--- config.mk ---
export PLATFORM = sky130hd
export DESIGN_NAME = shift_reg_univ
export DESIGN_NICKNAME = d
export VERILOG_FILES = /design/src/rtl/shift_reg_univ.sv
export SDC_FILE = /design/constraint.sdc
export NUM_CORES = 1
export LEC_CHECK = 0
export ABC_AREA = 0
export CORE_UTILIZATION = 35
export DETAILED_ROUTE_END_ITERATION = 7
export PLACE_DENSITY = 0.72
export SYNTH_ARGS = -nofsm -noshare
export SYNTH_HDL_FRONTEND = slang
export SYNTH_SLANG_ARGS = --single-unit
--- constraint.sdc ---
create_clock -name clk -period 3.7 [get_ports clk]
set_input_delay 0.74 -clock clk [delete_from_list [all_inputs] [get_ports clk]]
set_output_delay 0.74 -clock clk [all_outputs]
set_load 0.05 [all_outputs]
--- src/rtl/shift_reg_univ.sv ---
// ---------------------------------------------------------------------------
// shift_reg_univ
//   Parametrised universal shift register. Supports hold, shift right,
//   shift left and parallel load. It has serial I/O at both ends and a shift
//   counter that pulses `done` once every WIDTH shifts.
//
//   Optional feature macro: SHIFT_REG_UNIV_ROTATE_EN
//     When this macro is defined, the module gets a `rot` input. During a
//     shift with rot=1, the bit leaving one end re-enters at the other end,
//     and sin_l / sin_r are ignored.
//
//   Parameters
//     WIDTH      register width (>= 1)
//     RESET_VAL  value of q while reset is asserted
//     CW         counter width, max(1, clog2(WIDTH+1)) (derived)
//
//   Ports
//     clk     rising-edge clock
//     rst     asynchronous, active-high reset
//     en      clock enable; q and cnt hold when 0
//     mode    00 hold, 01 shift right, 10 shift left, 11 load
//     d       parallel load data
//     sin_l   serial in at MSB (shift right)
//     sin_r   serial in at LSB (shift left)
//     rot     rotate instead of serial in (macro only)
//     q, qn   register contents and its complement
//     sout_l  q[WIDTH-1]
//     sout_r  q[0]
//     cnt     shifts since last load/reset, wraps at WIDTH
//     done    one-cycle pulse after the WIDTH-th shift
// ---------------------------------------------------------------------------
module shift_reg_univ #(
  parameter int                 WIDTH     = 8,
  parameter logic [WIDTH-1:0]   RESET_VAL = '0,
  localparam int                CW        = ($clog2(WIDTH+1) < 1) ? 1 : $clog2(WIDTH+1)
) (
  input  logic              clk,
  input  logic              rst,
  input  logic              en,
  input  logic [1:0]        mode,
  input  logic [WIDTH-1:0]  d,
  input  logic              sin_l,
  input  logic              sin_r,
`ifdef SHIFT_REG_UNIV_ROTATE_EN
  input  logic              rot,
`endif
  output logic [WIDTH-1:0]  q,
  output logic [WIDTH-1:0]  qn,
  output logic              sout_l,
  output logic              sout_r,
  output logic [CW-1:0]     cnt,
  output logic              done
);

  localparam logic [1:0]    MODE_HOLD = 2'b00;
  localparam logic [1:0]    MODE_SHR  = 2'b01;
  localparam logic [1:0]    MODE_SHL  = 2'b10;
  localparam logic [1:0]    MODE_LOAD = 2'b11;
  localparam logic [CW-1:0] CNT_LAST  = CW'(WIDTH - 1);

  logic [WIDTH-1:0] q_q, q_d;
  logic [CW-1:0]    cnt_q, cnt_d;
  logic             done_q, done_d;

  // Bits entering each end on a shift. In rotate mode, these are the bits
  // leaving the opposite end.
  logic in_l, in_r;
`ifdef SHIFT_REG_UNIV_ROTATE_EN
  assign in_l = rot ? q_q[0]       : sin_l;
  assign in_r = rot ? q_q[WIDTH-1] : sin_r;
`else
  assign in_l = sin_l;
  assign in_r = sin_r;
`endif

  // A one-bit register has no bits to keep. Both shift directions then
  // reduce to loading the incoming bit.
  logic [WIDTH-1:0] shr_v, shl_v;
  generate
    if (WIDTH == 1) begin : g_w1
      assign shr_v = in_l;
      assign shl_v = in_r;
    end else begin : g_wn
      assign shr_v = {in_l, q_q[WIDTH-1:1]};
      assign shl_v = {q_q[WIDTH-2:0], in_r};
    end
  endgenerate

  always_comb begin
    logic shifting;
    q_d      = q_q;
    cnt_d    = cnt_q;
    done_d   = 1'b0;
    shifting = 1'b0;
    if (en) begin
      case (mode)
        MODE_SHR:  begin q_d = shr_v; shifting = 1'b1; end
        MODE_SHL:  begin q_d = shl_v; shifting = 1'b1; end
        MODE_LOAD: begin q_d = d;     cnt_d = '0;      end
        default:   ;                  // MODE_HOLD
      endcase
    end
    // Left and right shifts advance the same word counter.
    if (shifting) begin
      if (cnt_q == CNT_LAST) begin
        cnt_d  = '0;
        done_d = 1'b1;
      end else begin
        cnt_d  = cnt_q + CW'(1);
      end
    end
  end

  always_ff @(posedge clk or posedge rst) begin
    if (rst) begin
      q_q    <= RESET_VAL;
      cnt_q  <= '0;
      done_q <= 1'b0;
    end else begin
      q_q    <= q_d;
      cnt_q  <= cnt_d;
      done_q <= done_d;
    end
  end

  assign q      = q_q;
  assign qn     = ~q_q;
  assign sout_l = q_q[WIDTH-1];
  assign sout_r = q_q[0];
  assign cnt    = cnt_q;
  assign done   = done_q;

endmodule

==> reports/qor.yml, run 1 <==
route:
  vias_per_cell: 5.06
  first_pass_iters: 4
  drc: 0
  wire_per_inst_um: 12.5
  wl_mm: 1.74
  dr.first_iter.drc_count: 5
  ant_nets: 0
  via_count: 703
sta:
  maxSlewHeadroom_pct: 63.8
  fin_crit_ns: 2.31
  fmax_mhz: 432
  finClkSkew_ns: 0.000923
  rsz0062_at_grt: "false"
  finalHoldViolCount: 0
  tightest_slew_ns: 0.542
  maxSlewViolCount: 0
  tns_ns: 0
  setup_viol: 0
  holdWs_ns: 0.543
  fin_crit_sh_pct: 62.5
global_route:
  grt_max_degree: 17
  grt_pass1_vias: 627
  grt_use_total_pct: 16.8
  busiest_layer: "met2"
  antenna_found_initial: 0
  met2_usage_pct: 28.4
  grt_use_met3_pct: 2.64
  grtUsageMet1_pct: 21.3
  overflow: 0
  grt_pass1_wl_mm: 2.68
clock_tree:
  clock-sinks: 13
  htreeDepth: 1
  clock_latency_ns: 0.27
  cts_root_buf: "clkbuf_4"
  cts.repair.resized: 0
  path_clk_slew_ns: 0.08
  hold_buffers: 0
  cts_tree: "yes"
  cts_buffers: 3
  cts_setup_buffers: 0
  cts_buffer_depth: 2
synth:
  synth_enable_flop_cells: 0
  synth.distinct_cells: 21
  synthArstFlopShare_pct: 100
  syn_nets: 96
  synth_top_area_share_pct: 44.4
  ys_ff_latch: 13
  synth_top_cell_by_area: "dfrtp_1"
  synth-seq-area-share_pct: 44.4
  syn_inst: 77
  syn_avg_cell_area_um2: 9.52
  ys.flop_type: "dfrtp_1"
  netlist_area_um2: 733
  yosysWarnings: 0
  synth_area_leaders: "dfrtp_1 (44%), a22o_1 (9.6%), a211oi_1 (8.2%)"
layout:
  num-nets-final: 132
  multiInputGateArea_um2: 329
  fillers: 193
  final_common_cell: "clkdlybuf4s50_1"
  drive_gt1_share_pct: 4.46
  seqCellArea_um2: 325
  layout.cells.non_filler: 139
  final_cell_area_um2: 1130
  synthToLayoutAreaGrowth_pct: 54.1
  antenna_cells: 0
  final_util_pct: 57.6
  final_cell_mix: "clkdlybuf4s50_1 (37), dfrtp_1 (13), inv_1 (12)"
die:
  die_width_um: 47.8
  die_h_um: 47.8
  fp-row-count: 16
  start_util_pct: 37.4
  dieArea_um2: 2280
  pin_count: 38
  coreArea_um2: 1960
critical_path:
  critical_path_required_ns: 2.96
  reg2reg_from: "cnt[0]"
  critical_path_class: "flop to output port"
  startpoint: "q[4]"
  endpoint_kind: "output port"
  cp.arrival_ns: 1.57
  path_max_fanout: 4
  start_kind: "flop"
pwr:
  ir_worst_vdd_mv: 0.365
  leakagePower_nw: 0.503
  pwr_density_cell_nw_per_um2: 646
place:
  io_buffers: 37
  hpwl_mm: 1.33
  dp_cells: 135
  gp_congestion: 0.785
  place_area_um2: 1100
job:
  drv_cap: 0
min_path:
  min_from: "cnt[3]"
  hp-class: "flop to flop"
run_status:
  outcome: "completed"
[worst max-delay path, stage by stage, from the launching register on]
cell,delay (ns)
dfrtp_1,0.42
inv_1,0.09
clkdlybuf4s50_1,0.80
[sequential cells by signal, indices dropped and copies added (netlist names)]
signal  cells
done        1
q           8
cnt         4
[final timing paths]
check                          to  slack (ns)  cells after the start
max                         qn[4]        1.39                      2
min                          done        0.54                      1
min reg2reg                  done        0.54                      1
max in group asynchronous    q[1]        2.58                      2
min in group asynchronous    done        0.79                      2
max reg2reg                cnt[3]        2.32                      4
[layer usage]
layer	share of wire, %	routed length, µm	vias to the layer above
met3	7.6	132	0
met2	48	827	29
li1	-	-	345
met4	0	0	0
met1	45	780	329
met5	0	0	-
[power by group]
group          internal, mW  switching (mW)  leakage [nW]
clock                0.0417          0.0476        0.0150
sequential            0.178          0.0449         0.150
combinational         0.146           0.272         0.338
total                 0.365           0.364         0.503
[through the flow]
step | setup WS, ns | power (mW)
3_5_place_dp | 1.30 | 0.644
4_1_cts | 1.37 | 0.737
3_3_place_gp | 1.33 | 0.640
6_report | 1.39 | 0.730
2_1_floorplan | 1.92 | 0.501
5_1_grt | 1.32 | 0.772
[cell usage after synthesis, types with 2 or more instances]
library cell,number
a21oi_1,8
ha_1,4
dfrtp_1,13
nand3_1,2
a211oi_1,8
buf_2,3
buf_4,2
nand2_1,4
o21ai_0,2
nor2_1,2
inv_1,12
a22o_1,8
[kinds of logic after synthesis]
logic type      after synthesis  share of synthesized area (%)
compound gates               29                           28.3
flops                        13                           44.4
buf+inv                      18                           10.7
fa+ha+maj                     4                           6.83
simple gates                 13                           9.73
[final cells by class]
cell class | instances | share of cell area, %
timing repair buffer | 37 | 32.8
tap | 27 | 2.99
inverter | 12 | 3.99
clock buffer | 4 | 2.33
multi-input combinational | 46 | 29.1
sequential | 13 | 28.8
No activity file was read; power rests on OpenSTA's default activity.
==> run 2, diff against run 1 <==
CORE_UTILIZATION = 34   (was 35)
PLACE_DENSITY = 0.73   (was 0.72)
clock period = 2 ns   (was 3.7 ns; I/O delays follow)
==> run 2 against run 1 <==
Against the previous run: final cell count grew 4.3%; cell area is 3.1% higher; worst hold slack worse by 0.096 ns; global-route usage shrank 0.27 points; first-iteration DRC count increased to 3.0 times the previous value; register-to-register slack got worse by 1.7 ns; core utilization increased by 0.60 points; sequential cell count unchanged; power increased by 85%; sequential power increased by 85%; clock skew up 0.0041 ns.
==> reports/qor.yml, run 2 (same netlist as run 1, synthesis figures left out) <==
die:
  start_util_pct: 36.6
  fp-row-count: 16
  coreArea_um2: 2000
  dieArea_um2: 2350
  die_width_um: 48.4
  die_h_um: 48.4
  pin_count: 38
global_route:
  grt_max_degree: 17
  grt_pass1_vias: 702
  grt_use_total_pct: 16.5
  grt_pass1_wl_mm: 3.03
  antenna_found_initial: 0
  overflow: 0
clock_tree:
  clock-sinks: 13
  clock_latency_ns: 0.27
  cts_buffers: 3
  htreeDepth: 1
  cts_root_buf: "clkbuf_4"
  path_clk_slew_ns: 0.08
  cts_buffer_depth: 2
  cts_tree: "yes"
sta:
  fmax_mhz: 516
  setup_slack_ns: 0.0626
  setup_viol: 0
  rsz0062_at_grt: "false"
  finClkSkew_ns: 0.00501
  fin_crit_ns: 1.94
  maxSlewHeadroom_pct: 66.1
  finalHoldViolCount: 0
  fin_crit_sh_pct: 96.9
  holdWs_ns: 0.447
  maxSlewViolCount: 0
  tightest_slew_ns: 0.508
route:
  vias_per_cell: 4.96
  dr.first_iter.drc_count: 15
  first_pass_iters: 4
  wl_mm: 1.79
  highest_layer: "met3"
  ant_nets: 0
  drc: 0
  via_count: 719
  route.met3.wl_um: 82
  wl_met2_um: 904
  met1_length_um: 806
  wire_per_inst_um: 12.4
place:
  place_area_um2: 1130
  io_buffers: 37
  gp_congestion: 0.801
  hpwl_mm: 1.34
  post-place-ws_ns: -0.0303
critical_path:
  reg2reg_depth: 4
  critical_path_required_ns: 1.60
  path_max_fanout: 5
  critical_path_class: "flop to output port"
  cpPeakStageDelay_ns: 0.83
  critPathTopFamily: "buffers and inverters"
  endpoint_kind: "output port"
  critical_path_cell_count: 1
  crit_chain: "clkdlybuf4s50_1"
  cp_num_buf_inv: 1
  start_kind: "flop"
  cp.arrival_ns: 1.54
  crit_slowest_cell: "clkdlybuf4s50_1"
pwr:
  totalPowerFinal_mw: 1.35
  ir_worst_vdd_mv: 0.696
  pwr_density_cell_nw_per_um2: 1160
  leakagePower_nw: 0.562
layout:
  synthToLayoutAreaGrowth_pct: 58.9
  final_cell_area_um2: 1160
  drive_gt1_share_pct: 14.4
  num-nets-final: 138
  antenna_cells: 0
  final_common_cell: "clkdlybuf4s50_1"
  largest_reg_flops: 8
  final_cell_mix: "clkdlybuf4s50_1 (29), dfrtp_1 (13), inv_1 (12), buf_4 (12)"
min_path:
  hp-class: "input pin to async pin"
job:
  drv_cap: 0
run_status:
  outcome: "completed"
## run 2: changes by cell type in the layout (fill, tap and decap cells not counted)
cell,previous run,this run
buf_4,0,12
clkdlybuf4s50_1,37,29
dlymetal6s2s_1,0,2
## run 2: area by class of cell
| type | instances | area [µm²] |
|---|---|---|
| fill | 181 | 837 |
| timing repair buffer | 43 | 405 |
| multi-input combinational | 46 | 329 |
| sequential | 13 | 325 |
| inverter | 12 | 45.0 |
| tap | 27 | 33.8 |
| clock buffer | 4 | 26.3 |
## run 2: timing repair
item                                    4_1_cts  5_1_grt
hold buffers                                  0        0
buffers inserted                              0        0
endpoints found under the setup margin        0        2
gates resized for setup                       0        2
## run 2: report_power, final
| group | switching [mW] | total (mW) | internal (mW) |
|---|---|---|---|
| Clock | 0.0857 | 0.163 | 0.0771 |
| Combinational | 0.507 | 0.779 | 0.271 |
| Sequential | 0.0838 | 0.412 | 0.329 |
| Total | 0.676 | 1.35 | 0.677 |
## run 2: final timing paths
kind | slack, ns | endpoint | startpoint
worst max-delay path | 0.06 | cnt[0] | cnt[0]
worst min-delay path | 0.45 | q[7] | rst
worst max register to register | 0.62 | cnt[3] | cnt[0]
worst min register to register | 0.54 | done | cnt[3]
max in group asynchronous | 1.21 | done | rst
min in group clk | 0.54 | done | cnt[3]
## run 2: through the flow
step	std cells	utilization, %	setup TNS [ns]
6_report	145	58.2	0
5_1_grt	145	58.2	0
4_1_cts	145	57.9	0
3_5_place_dp	141	56.6	-0.144
3_3_place_gp	141	56.6	0
2_1_floorplan	77	-	0
## run 2: per-layer routing
layer | GRT usage, % | vias to the layer above
met3 | 3.77 | 0
met5 | 0 | -
li1 | - | 355
met4 | 4.41 | 0
met2 | 30.0 | 27
met1 | 19.4 | 337
